--- src/rtl/imem_loader.sv ---
// imem_loader
// Byte-stream program loader that fills the instruction RAM the core fetches
// from. The loader receives a frame from a UART-style receiver. The frame is
// LEN_LO, LEN_HI, then 4*N data bytes (little-endian words), then one XOR
// checksum byte that covers the data bytes only. Each assembled word is
// written to consecutive word addresses starting at 0. The core is held in
// reset until a load completes with a matching checksum.
//
// Ports:
//   clk           system clock, rising edge
//   reset         asynchronous active-high reset
//   start         one-cycle pulse that begins a load (only in IDLE/DONE_S/ERR)
//   rx_data       byte from the receiver
//   rx_valid      rx_data is valid
//   rx_ready      loader accepts a byte (transfer = rx_valid & rx_ready)
//   mem_we        instruction-memory write strobe, one cycle per word
//   mem_address   word address of the write
//   mem_data      word to write
//   cpu_hold      high keeps the core in reset
//   busy          load in progress
//   done          last load succeeded (sticky until start/reset)
//   error         last load failed (sticky until start/reset)
//   words_written words written in the current or last load
module imem_loader #(
  parameter int ADDR_W = 10,
  parameter int DEPTH  = 1024
) (
  input  logic              clk,
  input  logic              reset,
  input  logic              start,
  input  logic [7:0]        rx_data,
  input  logic              rx_valid,
  output logic              rx_ready,
  output logic              mem_we,
  output logic [ADDR_W-1:0] mem_address,
  output logic [31:0]       mem_data,
  output logic              cpu_hold,
  output logic              busy,
  output logic              done,
  output logic              error,
  output logic [ADDR_W:0]   words_written
);

  typedef enum logic [2:0] {
    IDLE, LEN_LO, LEN_HI, DATA, WRITE, CHECK, DONE_S, ERR
  } state_t;

  state_t            state_q, state_d;
  logic [7:0]        len_lo_q, len_lo_d;
  logic [15:0]       n_q, n_d;
  logic [1:0]        byte_idx_q, byte_idx_d;
  logic [31:0]       word_q, word_d;
  logic [7:0]        xor_q, xor_d;
  logic              rx_ready_q, rx_ready_d;
  logic              mem_we_q, mem_we_d;
  logic [ADDR_W-1:0] mem_address_q, mem_address_d;
  logic [31:0]       mem_data_q, mem_data_d;
  logic              cpu_hold_q, cpu_hold_d;
  logic              busy_q, busy_d;
  logic              done_q, done_d;
  logic              error_q, error_d;
  logic [ADDR_W:0]   words_written_q, words_written_d;

  logic              xfer;
  logic [15:0]       len_word;

  assign xfer     = rx_valid && rx_ready_q;
  assign len_word = {rx_data, len_lo_q};

  always_comb begin
    state_d         = state_q;
    len_lo_d        = len_lo_q;
    n_d             = n_q;
    byte_idx_d      = byte_idx_q;
    word_d          = word_q;
    xor_d           = xor_q;
    mem_address_d   = mem_address_q;
    mem_data_d      = mem_data_q;
    cpu_hold_d      = cpu_hold_q;
    busy_d          = busy_q;
    done_d          = done_q;
    error_d         = error_q;
    words_written_d = words_written_q;

    case (state_q)
      IDLE, DONE_S, ERR: begin
        if (start) begin
          state_d         = LEN_LO;
          busy_d          = 1'b1;
          cpu_hold_d      = 1'b1;
          done_d          = 1'b0;
          error_d         = 1'b0;
          words_written_d = '0;
          byte_idx_d      = '0;
          xor_d           = '0;
        end
      end
      LEN_LO: begin
        if (xfer) begin
          len_lo_d = rx_data;
          state_d  = LEN_HI;
        end
      end
      LEN_HI: begin
        if (xfer) begin
          n_d = len_word;
          if (len_word == 16'd0) begin
            state_d = CHECK;
          end else if (32'(len_word) > DEPTH) begin
            // Oversized image: fail at once and leave the rest of the frame unread.
            state_d = ERR;
            error_d = 1'b1;
            busy_d  = 1'b0;
          end else begin
            state_d = DATA;
          end
        end
      end
      DATA: begin
        if (xfer) begin
          word_d[{byte_idx_q, 3'b000} +: 8] = rx_data;
          xor_d      = xor_q ^ rx_data;
          byte_idx_d = byte_idx_q + 2'd1;
          if (byte_idx_q == 2'd3) begin
            // The write outputs are loaded here so they are registered during WRITE.
            state_d       = WRITE;
            mem_address_d = words_written_q[ADDR_W-1:0];
            mem_data_d    = word_d;
          end
        end
      end
      WRITE: begin
        words_written_d = words_written_q + 1'b1;
        if (16'(words_written_d) == n_q) begin
          state_d = CHECK;
        end else begin
          state_d = DATA;
        end
      end
      CHECK: begin
        if (xfer) begin
          busy_d = 1'b0;
          if (rx_data == xor_q) begin
            state_d    = DONE_S;
            done_d     = 1'b1;
            cpu_hold_d = 1'b0;
          end else begin
            state_d = ERR;
            error_d = 1'b1;
          end
        end
      end
      default: state_d = IDLE;
    endcase

    // Handshake and strobe follow the state being entered so they are registered.
    rx_ready_d = (state_d == LEN_LO) || (state_d == LEN_HI) ||
                 (state_d == DATA)   || (state_d == CHECK);
    mem_we_d   = (state_d == WRITE);
  end

  always_ff @(posedge clk or posedge reset) begin
    if (reset) begin
      state_q         <= IDLE;
      len_lo_q        <= '0;
      n_q             <= '0;
      byte_idx_q      <= '0;
      word_q          <= '0;
      xor_q           <= '0;
      rx_ready_q      <= 1'b0;
      mem_we_q        <= 1'b0;
      mem_address_q   <= '0;
      mem_data_q      <= '0;
      cpu_hold_q      <= 1'b1;
      busy_q          <= 1'b0;
      done_q          <= 1'b0;
      error_q         <= 1'b0;
      words_written_q <= '0;
    end else begin
      state_q         <= state_d;
      len_lo_q        <= len_lo_d;
      n_q             <= n_d;
      byte_idx_q      <= byte_idx_d;
      word_q          <= word_d;
      xor_q           <= xor_d;
      rx_ready_q      <= rx_ready_d;
      mem_we_q        <= mem_we_d;
      mem_address_q   <= mem_address_d;
      mem_data_q      <= mem_data_d;
      cpu_hold_q      <= cpu_hold_d;
      busy_q          <= busy_d;
      done_q          <= done_d;
      error_q         <= error_d;
      words_written_q <= words_written_d;
    end
  end

  assign rx_ready      = rx_ready_q;
  assign mem_we        = mem_we_q;
  assign mem_address   = mem_address_q;
  assign mem_data      = mem_data_q;
  assign cpu_hold      = cpu_hold_q;
  assign busy          = busy_q;
  assign done          = done_q;
  assign error         = error_q;
  assign words_written = words_written_q;

endmodule
--- config.mk ---
export PLATFORM = sky130hd
export DESIGN_NAME = imem_loader
export DESIGN_NICKNAME = d
export VERILOG_FILES = /design/src/rtl/imem_loader.sv
export SDC_FILE = /design/constraint.sdc
export NUM_CORES = 1
export LEC_CHECK = 0
export CORE_UTILIZATION = 50
export DETAILED_ROUTE_END_ITERATION = 16
export PLACE_DENSITY_LB_ADDON = 0.2
export SYNTH_ARGS = -nofsm -noshare
export SYNTH_HDL_FRONTEND = slang
export SYNTH_SLANG_ARGS = --single-unit
--- constraint.sdc ---
create_clock -name clk -period 6.9 [get_ports clk]
set_input_delay 1.38 -clock clk [delete_from_list [all_inputs] [get_ports clk]]
set_output_delay 1.38 -clock clk [all_outputs]
set_load 0.05 [all_outputs]
# Yosys cells after proc, flatten, opt, wreduce, memory -nomap -nowiden

Cells that the tools add are included.

Output and inout bits: 59
Word-level logic and storage cells: 104
Memories: 0
Latch bits: 0
Bits in read-only memories: 0
Bits in writable memories: 0
Register bits: 128

Divide/modulo/power cells: 0
Order comparisons: 1
$add $sub $neg: 3
Multiply operators: 0
Reduce and logical (&&, ||, !) cells: 20
Shift operators: 2
Multiplexer cells: 39
Bitwise operators: 1
Equality and inequality tests: 23

Operator list:

| operator               | number |
|---|---|
| $bwmux 32              | 1 |
| $shift 8x7->32 const A | 1 |
| $shiftx 8x7->32        | 1 |
| $mux 3                 | 9 |
| $pmux 11 s2            | 1 |
| $eq 3x3->1 const B     | 6 |
| $pmux 3 s6             | 1 |
| $eq 11x16->1           | 1 |
| $gt 16x11->1 const B   | 1 |
| $logic_not 16->1       | 1 |
| $mux 1                 | 16 |
| $mux 8                 | 2 |
| $ne 2x2->1 const B     | 8 |
| $pmux 8 s2             | 1 |
| $eq 3x2->1 const B     | 4 |
| $add 11x1->11 const B  | 1 |
| $mux 11                | 1 |
| $eq 8x8->1             | 1 |
| $reduce_and 2->1       | 4 |
| $xor 8x8->8            | 1 |
| $neg 5->7              | 1 |
| $reduce_and 7->1       | 1 |
| $eq 3x1->1 const B     | 2 |
| $pmux 1 s3             | 2 |
| 14 further kinds       | 21 |

# Longest topological paths before layout

Depth after elaboration: 9
Mapped depth: 8

# Worst setup path after synthesis

OpenSTA, ideal clock, no wires.

Path type: input-to-reg
Start: in rx_data[0]
End: reg rx_ready_q (netlist: rx_ready)
Stages: 5
Path slack: 4.213 ns
Required time: 6.775 ns
Arrival time: 2.562 ns
Cells stage by stage: nor4_1 -> nand3_1 -> o31a_1 -> nor2_1 -> mux2_2

Word-level cells in the longest chain between the ends: 9
Elaborated cells between the ends (all ways): 16
Classes of those cells: order compare: 1; eq/ne: 5; mux: 6; reduce/logical: 4

Ends and longest elaborated chain:

| item                                            | RTL line | source |
|---|---|---|
| start, declared                                 | 31       | `input logic [7:0] rx_data,` |
| $gt 16x11->1                                    | 109      | `end else if (32'(len_word) > DEPTH) begin` |
| $mux 3                                          | 109      |  |
| $mux 3                                          | 107      | `if (len_word == 16'd0) begin` |
| $mux 3                                          | 105      | `if (xfer) begin` |
| $pmux 3 s6 (*)                                  | 85       | `case (state_q)` |
| $eq 3x1->1 / $eq 3x2->1 (equally long branches) | 157      | `rx_ready_d = (state_d == LEN_LO) \|\| (state_d == LEN_HI) \|\|` |
| $logic_or 1x1->1 (2 in a row)                   | 157      |  |
| $logic_or 1x1->1 (*)                            | 158      | `(state_d == DATA) \|\| (state_d == CHECK);` |
| named net rx_ready_d                            | 54       | `logic rx_ready_q, rx_ready_d;` |
| end signal, assigned                            | 186      | `rx_ready_q <= rx_ready_d;` |
| end, declared                                   | 54       |  |

Mark *: on every way through the listed nets, which the timed path passes. The rest lies on a longest branch.
A chain may end at the register's enable or synchronous reset.

# Final worst setup path

Start: in rx_valid
End: reg mem_address_q[4] (netlist: mem_address[4])

Word-level cells in the longest chain between the ends: 2

Ends and longest elaborated chain:

| item                       | RTL line | source |
|---|---|---|
| start, declared            | 32       | `input logic rx_valid,` |
| $logic_and 1x1->1          | 67       | `assign xfer = rx_valid && rx_ready_q;` |
| $reduce_and 3->1 (no line) | --       |  |
| end signal, assigned       | 188      | `mem_address_q <= mem_address_d;` |
| end, declared              | 56       | `logic [ADDR_W-1:0] mem_address_q, mem_address_d;` |

No other way between the ends.

==> metrics list <==
* Run status: finished, violations left
* Violations in the final reports: design-rule violations
- The most common cell in the synthesized netlist is sky130_fd_sc_hd__dfrtp_1.
- Largest voltage drop on the vdd net: 0.2313 mV
* Critical path data required time: 7.19 ns
- Hold repair after CTS inserted 0 buffers.
* Avg Cell Area, Syn: 9.890 um^2
- GRT Util Overall: 0.2409
* Hold WC Path Type: reg -> reg
* Final hold vios: 0
- The H-tree generated during clock tree synthesis spans 4 levels.
- After detailed routing, the number of vias per cell comes to 5.690.
- CP max stage cell: sky130_fd_sc_hd__nand2_2
* Final wirelength: 13960 um
- In this design, the critical path's most frequently occurring cell is sky130_fd_sc_hd__nand2_1.
* Critical-path cell list: clkdlybuf4s50_1 > nand3_1 > nor3b_2 > buf_4 > nand2_2 > clkinv_1 > nand2_1 > nand2_1
- Maximum number of buffers from clock root to sink: 2
- Final number of setup-violating endpoints: 0
- Clock latency at the later pin of the worst-skew pair: 0.42 ns
- Ys flop type: sky130_fd_sc_hd__dfrtp_1
- Number of antenna violations at the first check in global routing: 0
- Largest incremental delay on the critical path: 0.80 ns
- Critical path endpoint category: register
* NumNets Final: 689
* 1st-pass router iterations: 11
- Most instantiated cells after synthesis: sky130_fd_sc_hd__dfrtp_1 (127), sky130_fd_sc_hd__nand2_1 (112), sky130_fd_sc_hd__o21ai_0 (76)
- By area, the combinational part of the netlist is dominated by simple AND/OR/NAND/NOR gates.
- Row Count: 39
* Post-Synth Simple-Gate Area: 0.1796
* Final period util: 0.5381
* Via count of the first global-routing pass: 4610
* Setup Total Neg Slack: 0 ns
* Remaining Overflow, GRT: 0
* Fmax: 269.3 MHz
- Buffers placed on the I/O ports in this run total 70.
* Fraction of the core area covered by cells at the end of the flow: 0.6367
- The repair_antennas step left the layout with diodes totalling 0.
- For this configuration, the core starts out at a cell density of 0.5237.
- The floorplan step defined a core boundary enclosing 11610 um^2.
* Fraction of registers with async set/reset: 1.000
- Maximum number of pins on one net before global-route repair: 77
- Final weighted congestion in routability-driven placement: 0.8527
- Measured along the x axis, the die boundary spans 112.3 um.
* Fraction of the mapped netlist area in compound gates: 0.1693
- Number of buffers inserted during clock tree synthesis: 17
- Max-slew violation count: 0
- Top-level I/O count: 71
- Fraction of final layout cells sized beyond drive strength 1: 0.09677
- TritonCTS built the clock tree.
- Of the total synthesized cell area, the portion taken by full adders, half adders and majority gates is 0.01440.
- Wire length of the first global-routing pass: 23470 um
* Area grow syn2layout: 21.58%
* Drt initial violations: 285
- Element type at the critical path start: input port
- Setup repair after global routing left no endpoint under its margin.
- Counting every net in the synthesized netlist gives 634.
- Power per unit of standard cell area: 447.9 nW/um^2
* Multiplexer share of the synthesized area: 0.04258
* Clock period minus final worst setup slack: 3.713 ns
- Number of max-capacitance violations reported: 0
- Count of instances resized after the clock tree is built: 0
- In this run the vertical extent of the chip is 112.3 um.
* Cell class contributing the biggest share of worst-path delay: simple AND/OR/NAND/NOR gates
- Worst setup path category: in -> reg
- The synthesized netlist occupies a cell area of 6082 um^2.
- Data arrives at the worst endpoint at 4.01 ns.
* Number of warnings printed during yosys synthesis: 0
* Wire per inst: 16.92 um
- In this run the worst path has a maximum fanout of 76.
- Fraction of synthesized cell area taken by the top area cell type: 0.5225
- Counting flops and latches in the post-synthesis netlist gives 128.
- Once the clock tree was built, the setup fixing pass inserted 0 buffers.
* Clock Sink Count: 128
* LEAKAGE: 3.184 nW
- Floorplan die area: 12610 um^2
- At the pin with the least slew margin, the transition time is 1.129 ns.
- The synthesized netlist contains 56 unique library cells.
* Number of enable flip-flop cells after synthesis: 0
* DR vias: 4694
- sky130_fd_sc_hd__dfrtp_1 takes more of the synthesized area than any other cell.
- Count of antenna-violating nets left after detailed routing: 0
* Max transition margin: 0.2445
- Number of standard cells after synthesis: 615
- Clock skew on the completed layout was measured at 0.007139 ns.
- Overall power consumption after layout is estimated at 3.312 mW.
* Remaining DRCs: 6
- After clock tree synthesis, the clock-pin slew on the worst setup and hold paths is 0.05 ns.
- Ranked by total cell area, the synthesized netlist is headed by sky130_fd_sc_hd__dfrtp_1 (52%), sky130_fd_sc_hd__nand2_1 (6.9%), sky130_fd_sc_hd__o21ai_0 (6.3%).
* Sum of buffers and inverters on the critical path: 3
* Detailed placer's ending HPWL: 9280 um
- CTS placed an instance of sky130_fd_sc_hd__clkbuf_16 at the clock tree root.
- Of the synthesized area, sequential elements account for 0.5268.
- Area share of xor/xnor cells in the synthesized design: 0.03538
[worst register-to-register path: stages, from the launching register on]
cell,delay (ns)
sky130_fd_sc_hd__dfrtp_1,0.47
sky130_fd_sc_hd__inv_1,0.19
sky130_fd_sc_hd__ha_1,0.43
sky130_fd_sc_hd__nand2_1,0.10
sky130_fd_sc_hd__nor3_1,0.82
sky130_fd_sc_hd__and2_1,0.43
sky130_fd_sc_hd__a22o_1,0.20
[path summary, 6_finish.rpt]
check,start,endpoint,slack (ns),depth (start not counted)
hold reg to reg,mem_data[30]$_DFFE_PP0P_,mem_data[30]$_DFFE_PP0P_,0.47,2
setup / recovery,rx_valid,mem_address[4]$_DFFE_PP0P_,3.19,8
hold / removal,mem_data[30]$_DFFE_PP0P_,mem_data[30]$_DFFE_PP0P_,0.47,2
min in group asynchronous,reset,error$_DFFE_PP0P_,1.53,2
setup reg to reg,byte_idx_q[0]$_DFFE_PP0P_,word_q[6]$_DFFE_PP0P_,4.19,6
max in group asynchronous,reset,mem_data[28]$_DFFE_PP0P_,4.15,3
[state kept, by name, indices dropped and copies added, names as in the netlist]
| register | count |
|---|---|
| busy | 1 |
| byte_idx_q | 2 |
| cpu_hold | 1 |
| done | 1 |
| error | 1 |
| len_lo_q | 8 |
| mem_address | 10 |
| mem_data | 32 |
| mem_we | 1 |
| n_q | 16 |
| rx_ready | 1 |
| state_q | 3 |
| word_q | 32 |
| words_written | 11 |
| xor_q | 8 |
[routing by layer]
metal | GRT usage | routed length [um] | up-vias | part of all wire
met5 | 0 | 0 | - | 0
met4 | 0.09067 | 238 | 0 | 0.017
met3 | 0.05454 | 683 | 18 | 0.049
met2 | 0.3735 | 6590 | 130 | 0.47
met1 | 0.3329 | 6450 | 2287 | 0.46
li1 | - | - | 2259 | -
[metrics by stage]
step	hold slack, ns	area [um^2]	worst slack [ns]	cells
floorplan	0.4422	6082	2.109	615
global placement	0.4569	6837	2.854	794
detailed placement	0.4668	6837	2.753	794
CTS	0.4794	7395	3.171	825
global route	0.4984	7395	2.866	825
finish	0.4742	7395	3.187	825
[report_power, final]
part | switching [mW] | internal, mW
sequential | 0.201 | 1.00
clock | 0.307 | 0.546
combinational | 0.758 | 0.496
[cells in the final DEF (no fill, tap or decap), types with 17 or more instances in the layout]
master	instances
sky130_fd_sc_hd__a21oi_1	31
sky130_fd_sc_hd__xnor2_1	20
sky130_fd_sc_hd__dfrtp_1	127
sky130_fd_sc_hd__o21ai_0	76
sky130_fd_sc_hd__a22o_1	26
sky130_fd_sc_hd__nor2_1	21
sky130_fd_sc_hd__nor2b_1	34
sky130_fd_sc_hd__mux2_2	23
sky130_fd_sc_hd__clkdlybuf4s50_1	70
sky130_fd_sc_hd__nand2_1	111
sky130_fd_sc_hd__clkbuf_16	17
[cell families (layout without fill, tap and decap cells)]
| group | count (synthesis) | in the layout |
|---|---|---|
| buffers and inverters | 48 | 115 |
| adders and majority gates | 7 | 7 |
| AOI/OAI and AO/OA | 165 | 165 |
| and+or+nand+nor | 221 | 221 |
| xor gates and xnor gates | 23 | 23 |
| DFF | 128 | 128 |
| muxes | 23 | 23 |
[cell type report]
class                      count  area (um^2)
clock buffer                  25        475.5
clock inverter                 6        82.58
fill                         951         4219
inverter                      11        43.79
multi-input combinational    439         2686
sequential                   128         3204
tap                          143        178.9
timing repair buffer          73        723.2
Power figures use the tool's default switching activity.
